**config.mk**
```make
export PLATFORM = sky130hd
export DESIGN_NAME = obstacle_spawner
export DESIGN_NICKNAME = d
export VERILOG_FILES = /design/src/rtl/dino_pkg.sv /design/src/rtl/lfsr8.sv /design/src/rtl/obstacle_spawner.sv
export SDC_FILE = /design/constraint.sdc
export NUM_CORES = 1
export LEC_CHECK = 0
export CELL_PAD_IN_SITES_DETAIL_PLACEMENT = 1
export CELL_PAD_IN_SITES_GLOBAL_PLACEMENT = 1
export CORE_AREA = 2 2 56 58
export DETAILED_ROUTE_END_ITERATION = 8
export DIE_AREA = 0 0 58 60
export PLACE_DENSITY = 0.77
export SYNTH_ARGS = -nofsm -noshare
export SYNTH_HDL_FRONTEND = slang
export SYNTH_SLANG_ARGS = --single-unit
export TNS_END_PERCENT = 20
```
**constraint.sdc**
```tcl
create_clock -name clock -period 4.77 [get_ports clock]
set_input_delay 0.7155 -clock clock [delete_from_list [all_inputs] [get_ports clock]]
set_output_delay 0.7155 -clock clock [all_outputs]
set_load 0.005 [all_outputs]
```
**src/rtl/dino_pkg.sv**
```systemverilog
// ----------------------------------------------------------------------------
// dino_pkg
// Shared definitions for the dino-obstacle game control logic.
//   spawn_state_t   : obstacle spawner FSM states
//   obstacle_t      : obstacle kind encodings carried on obstacle_type
//   LFSR_MASK       : Galois feedback mask for the 8-bit obstacle LFSR
//   GAP_W / OBS_W   : widths of the gap code and the obstacle type
//   lfsr_advance()  : one step of the right-shifting Galois LFSR
//   gap_select()    : maps two random bits to a gap code, with the hard-mode
//                     restriction to the two shortest gaps
// ----------------------------------------------------------------------------
package dino_pkg;

   localparam int GAP_W = 2;
   localparam int OBS_W = 2;

   localparam logic [7:0] LFSR_MASK = 8'hB8;

   typedef enum logic [2:0] {
      ST_IDLE   = 3'd0,
      ST_ARM    = 3'd1,
      ST_SETTLE = 3'd2,
      ST_WAIT   = 3'd3,
      ST_SPAWN  = 3'd4
   } spawn_state_t;

   typedef enum logic [OBS_W-1:0] {
      OBS_CACTUS_SMALL = 2'd0,
      OBS_CACTUS_LARGE = 2'd1,
      OBS_BIRD_LOW     = 2'd2,
      OBS_BIRD_HIGH    = 2'd3
   } obstacle_t;

   // Right shift; the bit falling off the bottom decides whether the
   // feedback mask is folded back in.
   function automatic logic [7:0] lfsr_advance(input logic [7:0] value);
      logic [7:0] shifted;
      shifted = value >> 1;
      if (value[0]) begin
         return shifted ^ LFSR_MASK;
      end
      return shifted;
   endfunction

   // In hard mode the upper gap bit is cleared so only the two shortest
   // gaps can be chosen.
   function automatic logic [GAP_W-1:0] gap_select(input logic [1:0] bits,
                                                   input logic       hard);
      if (hard) begin
         return {1'b0, bits[0]};
      end
      return bits;
   endfunction

endpackage

```
**src/rtl/lfsr8.sv**
```systemverilog
// ----------------------------------------------------------------------------
// lfsr8
// 8-bit right-shifting Galois LFSR used as the obstacle randomness source.
// Only the low nibble leaves the block: bits [1:0] pick the gap, bits [3:2]
// pick the obstacle kind.
// Ports:
//   clock    : rising-edge clock
//   reset    : synchronous active-high reset, reloads SEED
//   step     : advance the sequence by one on this edge
//   low_bits : current LFSR bits [3:0]
// Parameters:
//   SEED     : reset value, must be nonzero or the sequence locks at zero
// ----------------------------------------------------------------------------
module lfsr8
   import dino_pkg::*;
#(
   parameter logic [7:0] SEED = 8'hA5
) (
   input  logic       clock,
   input  logic       reset,
   input  logic       step,
   output logic [3:0] low_bits
);

   logic [7:0] lfsr_state;

   // The sequence only moves when the spawner commits a load, so the
   // same value is offered again after an aborted arm.
   always_ff @(posedge clock) begin
      if (reset) begin
         lfsr_state <= SEED;
      end else if (step) begin
         lfsr_state <= lfsr_advance(lfsr_state);
      end
   end

   assign low_bits = lfsr_state[3:0];

endmodule

```
**src/rtl/obstacle_spawner.sv**
```systemverilog
// ----------------------------------------------------------------------------
// obstacle_spawner
// Control side of the obstacle down-counter. Loads the counter with a
// pseudo-random gap code, waits for it to reach zero, emits a one-cycle
// spawn pulse with a pseudo-random obstacle kind, then re-arms. Once the
// spawn total reaches the hard difficulty level only short gaps are used.
// Ports:
//   clock         : rising-edge clock
//   reset         : synchronous active-high reset
//   enable        : game running; low parks the block in IDLE
//   count_in      : current down-counter value
//   load_en       : one-cycle load strobe to the down-counter
//   load_value    : gap code presented with load_en (0 otherwise)
//   spawn         : one-cycle obstacle-appears pulse
//   obstacle_type : kind of the latest obstacle, held until the next spawn
//   spawn_count   : spawns since reset, saturating at 255
// Parameters:
//   COUNT_W       : width of count_in
//   LFSR_SEED     : LFSR reset value (nonzero)
//   HARD_LEVEL    : spawn_count[7:6] level at which short gaps are forced
// ----------------------------------------------------------------------------
module obstacle_spawner
   import dino_pkg::*;
#(
   parameter int         COUNT_W    = 9,
   parameter logic [7:0] LFSR_SEED  = 8'hA5,
   parameter logic [1:0] HARD_LEVEL = 2'd2
) (
   input  logic               clock,
   input  logic               reset,
   input  logic               enable,
   input  logic [COUNT_W-1:0] count_in,
   output logic               load_en,
   output logic [GAP_W-1:0]   load_value,
   output logic               spawn,
   output logic [OBS_W-1:0]   obstacle_type,
   output logic [7:0]         spawn_count
);

   spawn_state_t state_q;
   spawn_state_t state_d;

   logic [3:0]       rand_bits;
   logic             do_load;
   logic             do_spawn;
   logic             hard_mode;
   logic [GAP_W-1:0] next_gap;

   lfsr8 #(
      .SEED(LFSR_SEED)
   ) u_lfsr (
      .clock   (clock),
      .reset   (reset),
      .step    (do_load),
      .low_bits(rand_bits)
   );

   // Each state's action is committed on the edge that leaves it, and only
   // if enable is still high then; that is what makes a drop in ARM or
   // SPAWN a clean abort with nothing advanced.
   assign do_load   = enable && (state_q == ST_ARM);
   assign do_spawn  = enable && (state_q == ST_SPAWN);
   assign hard_mode = (spawn_count[7:6] >= HARD_LEVEL);
   assign next_gap  = gap_select(rand_bits[1:0], hard_mode);

   // State register.
   always_ff @(posedge clock) begin
      if (reset) begin
         state_q <= ST_IDLE;
      end else begin
         state_q <= state_d;
      end
   end

   // Next-state logic. SETTLE deliberately ignores count_in so the counter
   // has a cycle to absorb the load before a stale zero can be seen.
   // Dropping enable always parks in IDLE, and re-enable resumes through
   // ARM so a fresh gap is loaded.
   always_comb begin
      state_d = state_q;
      unique case (state_q)
         ST_IDLE: begin
            state_d = ST_ARM;
         end
         ST_ARM: begin
            state_d = ST_SETTLE;
         end
         ST_SETTLE: begin
            state_d = ST_WAIT;
         end
         ST_WAIT: begin
            if (count_in == '0) begin
               state_d = ST_SPAWN;
            end
         end
         ST_SPAWN: begin
            state_d = ST_ARM;
         end
         default: begin
            state_d = ST_IDLE;
         end
      endcase
      if (!enable) begin
         state_d = ST_IDLE;
      end
   end

   // Registered outputs. The strobes are high for exactly the cycle after
   // the committing edge; obstacle_type and spawn_count change on the same
   // edge that raises spawn and hold otherwise.
   always_ff @(posedge clock) begin
      if (reset) begin
         load_en       <= 1'b0;
         load_value    <= '0;
         spawn         <= 1'b0;
         obstacle_type <= '0;
         spawn_count   <= '0;
      end else begin
         load_en    <= do_load;
         load_value <= do_load ? next_gap : '0;
         spawn      <= do_spawn;
         if (do_spawn) begin
            obstacle_type <= rand_bits[3:2];
            if (spawn_count != 8'hFF) begin
               spawn_count <= spawn_count + 8'd1;
            end
         end
      end
   end

endmodule

```
Word level (Yosys, flattened, before mapping). Cells that the tools add are included.

Output and inout port bits: 14. Bits in registers: 25. Logic and storage cells: 36.

Multiplexer cells: 10. Add/sub/neg operators: 1. Magnitude comparators: 1. Bitwise gates (word level): 3. Reduce and logical (&&, ||, !) cells: 8. Equal/unequal tests: 6.

Operators with widths (number): 8-bit two-way mux (2); 3-bit one-hot mux with 4 select lines (1); 9-bit logical NOT (1); 8-bit by 1-bit adder with 8-bit output, second input constant (1); 8-bit inequality test, second input constant (1); 3-bit by 2-bit equality test with 1-bit output, second input constant (2); 2-bit OR reduction (3); 1-bit two-way mux (4); 2-bit two-way mux (2); 3-bit inverter with 4-bit output (1); 3-bit by 1-bit equality test with 1-bit output, second input constant (1); 3-bit equality test, second input constant (1); 3-bit logical NOT (1); 3-bit two-way mux (1); 2-bit >= comparator, second input constant (1); 1-bit logical AND (2); 2-bit inequality test, second input constant (1); 1-bit inverter (2); 2-bit AND reduction (1).

Logic depth before layout (Yosys ltp). Gate-level depths: netlist of the first run.

Depth in word-level cells: 5. Gate-level depth with buffers: 5.

Cells and area by module. Synthesis of the first run repeated with hierarchy kept, for this count alone.

Cells, all modules: 107. Area, all modules: 1094.8 um^2.

Modules (own cells, without submodules): obstacle_spawner (cells an instance 73, instances 1, area an instance 759.5 um^2, sequential area each 340.3 um^2); lfsr8 (cells an instance 34, instances 1, area an instance 335.3 um^2, sequential area each 160.2 um^2).

Worst setup path before layout of the first run. No wires, ideal clock.

Path type: input to register. Start point: input port count_in[2]. End point: register state_q[0]. Arrival time: 1725 ps. Buffers on the path: 0. Setup slack: 2916 ps. Stages: 4. Data required time: 4640 ps. Cell sequence: or4_1 > nor4_1 > nand2b_1 > a221oi_1.

Word-level cells in the longest chain between the ends: 2.

Ends and longest elaborated chain: start, declared (RTL line obstacle_spawner.sv:32) `input logic [COUNT_W-1:0] count_in,`; 9-bit logical NOT (RTL line obstacle_spawner.sv:92) `if (count_in == '0) begin`; 2-bit inequality test (no line); end signal, assigned (RTL line obstacle_spawner.sv:71) `state_q <= state_d;`; end, declared (RTL line obstacle_spawner.sv:40) `spawn_state_t state_q;`.

No other way between the ends. A chain may end at the register's enable or synchronous reset.

Final worst setup path of the first run.
Start point: input port enable. End point: register spawn_count[5].

Word-level cells in the longest chain between the ends: 2.

Ends and longest elaborated chain: start, declared (RTL line obstacle_spawner.sv:31) `input logic enable,`; 1-bit logical AND (RTL line obstacle_spawner.sv:62) `assign do_spawn = enable && (state_q == ST_SPAWN);`; 2-bit AND reduction (no line); end signal, assigned (RTL line obstacle_spawner.sv:125) `spawn_count <= spawn_count + 8'd1;`; end, declared (RTL line obstacle_spawner.sv:37) `output logic [7:0] spawn_count`.

No other way between the ends.

==> reports/metrics.cfg, run 1 <==
[run_status]
status = finished, final reports clean

[min_path]
hold_depth = 2
hold_path.class = reg2reg

[worst_setup_path]
crit_family = simple AND/OR/NAND/NOR gates
path_cells = clkdlybuf4s50_1 > and4bb_1 > nand3_2 > or4_1 > a21oi_1
ff2ff_path_depth = 4
cp.arrival_ps = 2570
crit_fanout = 10
critPathRequiredTime_ps = 5000
cp.depth = 5
start_kind = input port
cp-end-kind = flop
slowest_delay_ps = 530
critPathBufInv = 1
cpMaxStageDelayCell = or4_1
critical_path_class = in2reg

[yosys]
synth_seq_area_share_pct = 48.2
synth-edff-count = 0
synth_compound_area_share_pct = 11.7
synthXorXnorAreaFrac_pct = 4.22
synth_async_sr_flop_share_pct = 0
synth-seq-cells = 25
syn_avg_cell_area_sq_um = 9.36
synth_nets = 124
synth.mux.area_fraction_pct = 3.86
synthCells = 111
ys.warnings.count = 0
synth_fa_ha_area_share_pct = 1.20
synthFlopType = dfxtp_1
synth_cell_type_count = 39
synth-simple-area-share_pct = 27.8
synth_top_family_by_area = simple AND/OR/NAND/NOR gates
syn_area_sq_um = 1040

[timing]
layout_setup_ws_ps = 2430
maxSlewViolCount = 0
period_needed_ps = 2340
final-setup-viol-count = 0
rsz0062_at_grt = false
tns_ps = 0
fin_worst_skew_ps = 4.48
report.final.hold_viol_count = 0
tightest_slew_ps = 1140
fmax_ghz = 0.428
finalCritPeriodShare_pct = 49.0
max_slew_margin_pct = 23.1

[detailed_routing]
via_per_inst = 5.36
wl_per_cell_um = 13.8
wirelength_um = 2310
drt_pass1_iterations = 4
postRouteAntennaNets = 0
drc = 0
via_count = 895
dr.first_iter.drc_count = 17

[layout]
multi_input_area_sq_um = 507
register_area_sq_um = 500
instances_no_fill = 167
fillers = 338
diodes = 0
nNetsFinal = 148
drive_gt1_share_pct = 2.99
area_delta_synth_final_pct = 28.0

[power]
ir_drop_mv = 0.138
p_int_uw = 261
cellPowerDensity_nw_per_um2 = 251
p_leak_uw = 0.000469
p_seq_share_pct = 65.3
p_sw_uw = 72.6
swShare_pct = 21.8
p_clk_share_pct = 27.5
combPwrFrac_pct = 7.2

[clocking]
clockBufferDepth = 2
htreeDepth = 1
cts_sinks = 25
clkTransAtPathRegs_ps = 130
postCtsSetupBuffers = 0
cts_resized = 0
cts_root_buffer = clkbuf_4
cts_buffers = 3
cts_hold_buf = 0
cts_tree = built
clk_latency_ps = 310

[global_routing]
gr-total-overflow = 0
grt_max_degree = 22
grt_pass1_wl_um = 4030
grt_use_total_pct = 15.0
antenna_found_initial = 0
grt_pass1_vias = 908

[flow_run]
max_cap_violations = 0

[placed_design]
io_buffers = 25
place_inst = 163
dp_slack_ps = 2090
gp_congestion = 0.695
hpwl_um = 1750

[floorplanning]
design.core.area_sq_um = 2900
start_util_pct = 35.8
chipHeight_um = 60
ioPinCount = 26
fp.dieW_um = 58
dieArea_sq_um = 3480
rows = 20

## power by group through the flow
| stage | Sequential (uW) | Clock [uW] | Combinational [uW] |
|---|---|---|---|
| final | 218 | 91.7 | 24.0 |
| after global routing | 219 | 106 | 27.2 |
| after detailed placement | 223 | 0 | 24.3 |
| after CTS | 218 | 97.1 | 24.4 |
| after global placement | 222 | 0 | 23.3 |
| after floorplan | 221 | 0 | 13.3 |
## cell usage in the layout (no fill, tap or decap), drive strengths merged, types with 2 or more instances in the layout
master,synthesis,layout
clkbuf,4,4
nor3,2,2
dfxtp,25,25
a21oi,4,4
nand3b,3,3
nor2,12,12
o21ai,2,2
and3,2,2
nand2,13,13
xor2,2,2
nand3,3,3
a211oi,3,3
clkdlybuf4s50,0,25
nor4bb,2,2
xnor2,3,3
nor4,2,2
mux2i,4,4
nand2b,2,2
or4,2,2
nand4,2,2
and2,2,2
## worst register-to-register path, delay by kind of cell (launching register included)
kind / cells / cell delay (ps)
flops: 1 / 390
compound gates: 1 / 150
simple gates: 3 / 1280
## per-stage QoR
stage                     cell area (sq um)  hold WS, ps  total power (uW)  utilization (%)
final                                  1330          481               333             45.8
after detailed placement               1300          462               247             44.9
after CTS                              1330          484               339             45.8
after global routing                   1330          497               352             45.8
after global placement                 1300          453               245             44.9
after floorplan                        1040          432               234                -
## state kept, by name (all words and copies together), names as in the netlist
register	cells
state_q	3
u_lfsr.lfsr_state	8
obstacle_type	2
spawn	1
load_en	1
spawn_count	8
load_value	2
## synthesized netlist by cell type (2+ instances only)
library cell / number / share of area, %
a211oi_1: 3 / 2.2
a21oi_1: 4 / 1.9
and2_1: 2 / 1.2
and3_1: 2 / 1.2
clkbuf_1: 3 / 1.1
dfxtp_1: 25 / 48
mux2i_1: 4 / 3.9
nand2_1: 13 / 4.7
nand2b_1: 2 / 1.2
nand3_1: 2 / 0.96
nand3b_1: 3 / 2.2
nand4_1: 2 / 1.2
nor2_1: 12 / 4.3
nor3_1: 2 / 0.96
nor4_1: 2 / 1.2
nor4bb_1: 2 / 1.9
o21ai_0: 2 / 0.96
or4_1: 2 / 1.4
xnor2_1: 3 / 2.5
xor2_1: 2 / 1.7
## logic make-up after synthesis
group                      count (synthesis)
and+or+nand+nor                           52
xor gates and xnor gates                   5
AOI/OAI and AO/OA                         17
adders and majority gates                  1
DFF                                       25
muxes                                      4
buffers and inverters                      7
## worst paths after layout
check                        from              endpoint  slack, ps
max                        enable        spawn_count[5]       2430
min          u_lfsr.lfsr_state[7]  u_lfsr.lfsr_state[6]        480
max reg2reg            state_q[1]        spawn_count[5]       2880
min reg2reg  u_lfsr.lfsr_state[7]  u_lfsr.lfsr_state[6]        480
## area by class of cell
type	count	area share [%]
Multi-Input combinational cell	79	38.1
Sequential cell	25	37.7
Timing Repair Buffer	25	18.8
Tap cell	33	3.11
Clock buffer	4	1.98
Inverter	1	0.282
## per-layer routing
metal | GRT usage [%] | part of all wire, % | vias to the layer above
met5 | 0 | 0 | -
met2 | 26.5 | 50 | 15
met1 | 18.3 | 46 | 429
met4 | 4.98 | 1.3 | 0
met3 | 2.81 | 3.1 | 4
li1 | - | - | 447
(Power assumes the default switching activity.)
==> inputs of run 2 (changes only) <==
--- a/config.mk
+++ b/config.mk
@@ -7,10 +7,10 @@
 export LEC_CHECK = 0
 export CELL_PAD_IN_SITES_DETAIL_PLACEMENT = 1
 export CELL_PAD_IN_SITES_GLOBAL_PLACEMENT = 1
-export CORE_AREA = 2 2 56 58
+export CORE_AREA = 2 2 60 62
 export DETAILED_ROUTE_END_ITERATION = 8
-export DIE_AREA = 0 0 58 60
-export PLACE_DENSITY = 0.77
+export DIE_AREA = 0 0 62 64
+export PLACE_DENSITY = 0.7
 export SYNTH_ARGS = -nofsm -noshare
 export SYNTH_HDL_FRONTEND = slang
 export SYNTH_SLANG_ARGS = --single-unit
==> constraint.sdc (replaced) <==
create_clock -name clock -period 1.9 [get_ports clock]
set_input_delay 0.285 -clock clock [delete_from_list [all_inputs] [get_ports clock]]
set_output_delay 0.285 -clock clock [all_outputs]
set_load 0.005 [all_outputs]
==> run 2 against run 1 <==
Worst hold slack worse by 14 ps. Sequential cell count unchanged. Via count up 2.1%. Cell count up 13%. Clock skew down 3.4 ps. Sequential share of layout area down 2.1 points. Critical path type is now reg2reg.
==> reports/metrics.cfg, run 2 (same netlist as run 1, synthesis figures left out) <==
[run_status]
status = finished, final reports clean

[timing]
tightest_slew_ps = 416  ; -722 ps
layout_setup_ws_ps = 247  ; -2190 ps
finalCritPeriodShare_pct = 87.0
report.final.hold_viol_count = 0  ; unchanged
rsz0062_at_grt = false
final-setup-viol-count = 0  ; unchanged
max_slew_margin_pct = 72.0  ; +49 points
fmax_ghz = 0.605
period_needed_ps = 1650
holdWs_ps = 467  ; -14.1 ps
maxSlewViolCount = 0  ; unchanged
fin_worst_skew_ps = 1.12  ; -3.36 ps

[clocking]
cts_sinks = 25  ; unchanged
cts_root_buffer = clkbuf_4
clkTransAtPathRegs_ps = 130  ; about the same
postCtsSetupBuffers = 0  ; unchanged
htreeDepth = 1  ; unchanged
clk_latency_ps = 310  ; about the same
cts_hold_buf = 0  ; unchanged
cts_resized = 0  ; unchanged
cts_buffers = 3  ; unchanged
clockBufferDepth = 2  ; unchanged
cts_tree = built

[power]
p_seq_share_pct = 64.5  ; -0.8 points
p_int_uw = 657  ; +150%
cellPowerDensity_nw_per_um2 = 603  ; +140%
combPwrFrac_pct = 7.8  ; +0.6 points
p_sw_uw = 191  ; +160%
p_leak_uw = 0.000512  ; +9.2%
ir_drop_mv = 0.212  ; +53%
p_clk_share_pct = 27.8  ; +0.3 points
swShare_pct = 22.5  ; +0.77 points

[global_routing]
grt_max_degree = 15  ; -32%
grt_pass1_vias = 897  ; -1.2%
gr-total-overflow = 0  ; unchanged
grt_pass1_wl_um = 4150  ; +3.1%
grt_use_total_pct = 13.9  ; -1.1 points
antenna_found_initial = 0  ; unchanged

[layout]
area_delta_synth_final_pct = 35.4
fillers = 393  ; +16%
final_cell_mix = 25 x clkdlybuf4s50_1, 25 x dfxtp_1, 13 x nand2_1
top_regs = spawn_count x8, u_lfsr.lfsr_state x8, state_q x3
nNetsFinal = 156  ; +5.4%
register_area_sq_um = 500  ; unchanged
diodes = 0  ; unchanged
multi_input_area_sq_um = 507  ; unchanged
drive_gt1_share_pct = 9.15  ; +6.2 points

[worst_setup_path]
cp.arrival_ps = 1880  ; -690 ps
critical_path_class = reg2reg
crit_fanout = 6  ; -4
critPathRequiredTime_ps = 2130  ; -2870 ps
cp-end-kind = flop
start_kind = flop

[floorplanning]
chipHeight_um = 64  ; +6.7%
ioPinCount = 26  ; unchanged
rows = 21  ; +5.0%
start_util_pct = 31.6  ; -4.2 points
design.core.area_sq_um = 3280  ; +13%
fp.dieW_um = 62  ; +6.9%
dieArea_sq_um = 3970  ; +14%

[detailed_routing]
dr.first_iter.drc_count = 22  ; +5
wirelength_um = 2310  ; about the same
drt_pass1_iterations = 3  ; -1
via_count = 914  ; +2.1%
postRouteAntennaNets = 0  ; unchanged
via_per_inst = 4.86  ; -9.3%
wl_per_cell_um = 12.3  ; -11%
drc = 0  ; unchanged

[flow_run]
max_cap_violations = 0  ; unchanged

[placed_design]
dp_slack_ps = -37.1  ; -2120 ps
gp_congestion = 0.732  ; +5.4%
io_buffers = 25  ; unchanged
hpwl_um = 1800  ; +2.7%

[min_path]
hold_path.class = reg2reg

[run 2: path summary, 6_finish.rpt]
path                              from              endpoint  slack (ps)  cells after the start
setup / recovery        spawn_count[1]        spawn_count[1]         250                      5
hold / removal    u_lfsr.lfsr_state[7]  u_lfsr.lfsr_state[6]         470                      2
setup reg to reg        spawn_count[1]        spawn_count[1]         250                      5
hold reg to reg   u_lfsr.lfsr_state[7]  u_lfsr.lfsr_state[6]         470                      2
[run 2: critical path, cell delays in order (launching register included)]
cell and delay [ps]:
dfxtp_1 440, ha_1 320, nand4_1 150, o21ai_0 380
mux2i_1 230, nor2_1 50
[run 2: power groups by stage]
stage	combinational (uW)	sequential, uW	clock [uW]
3_5_place_dp	67.6	558	0
5_1_grt	73.4	549	281
2_1_floorplan	33.4	554	0
6_report	66.1	546	235
4_1_cts	67.8	547	258
3_3_place_gp	65.4	558	0
[run 2: per-layer routing]
layer	up-vias	global-route usage (%)	wire length, um	share of wire [%]
li1	462	-	-	-
met1	427	17.3	997	43
met2	21	22.5	1190	51
met3	4	1.82	72	3.1
met4	0	7.18	50	2.2
met5	-	0	0	0
[run 2: area by class of cell]
class | count | area share, %
Timing Repair Buffer | 33 | 22.1
Multi-Input combinational cell | 79 | 36.0
Clock inverter | 1 | 0.356
Tap cell | 46 | 4.09
Clock buffer | 3 | 1.60
Sequential cell | 25 | 35.6
Inverter | 1 | 0.267
[run 2: through the flow]
stage	power [uW]	TNS, ps	util, %	cell area [sq um]	cells
final	848	0	42.8	1410	188
after global routing	904	0	42.8	1410	188
after CTS	872	0	42.8	1410	188
after detailed placement	626	-46.3	42.0	1380	184
after global placement	623	0	42.0	1380	184
after floorplan	587	0	-	1040	111
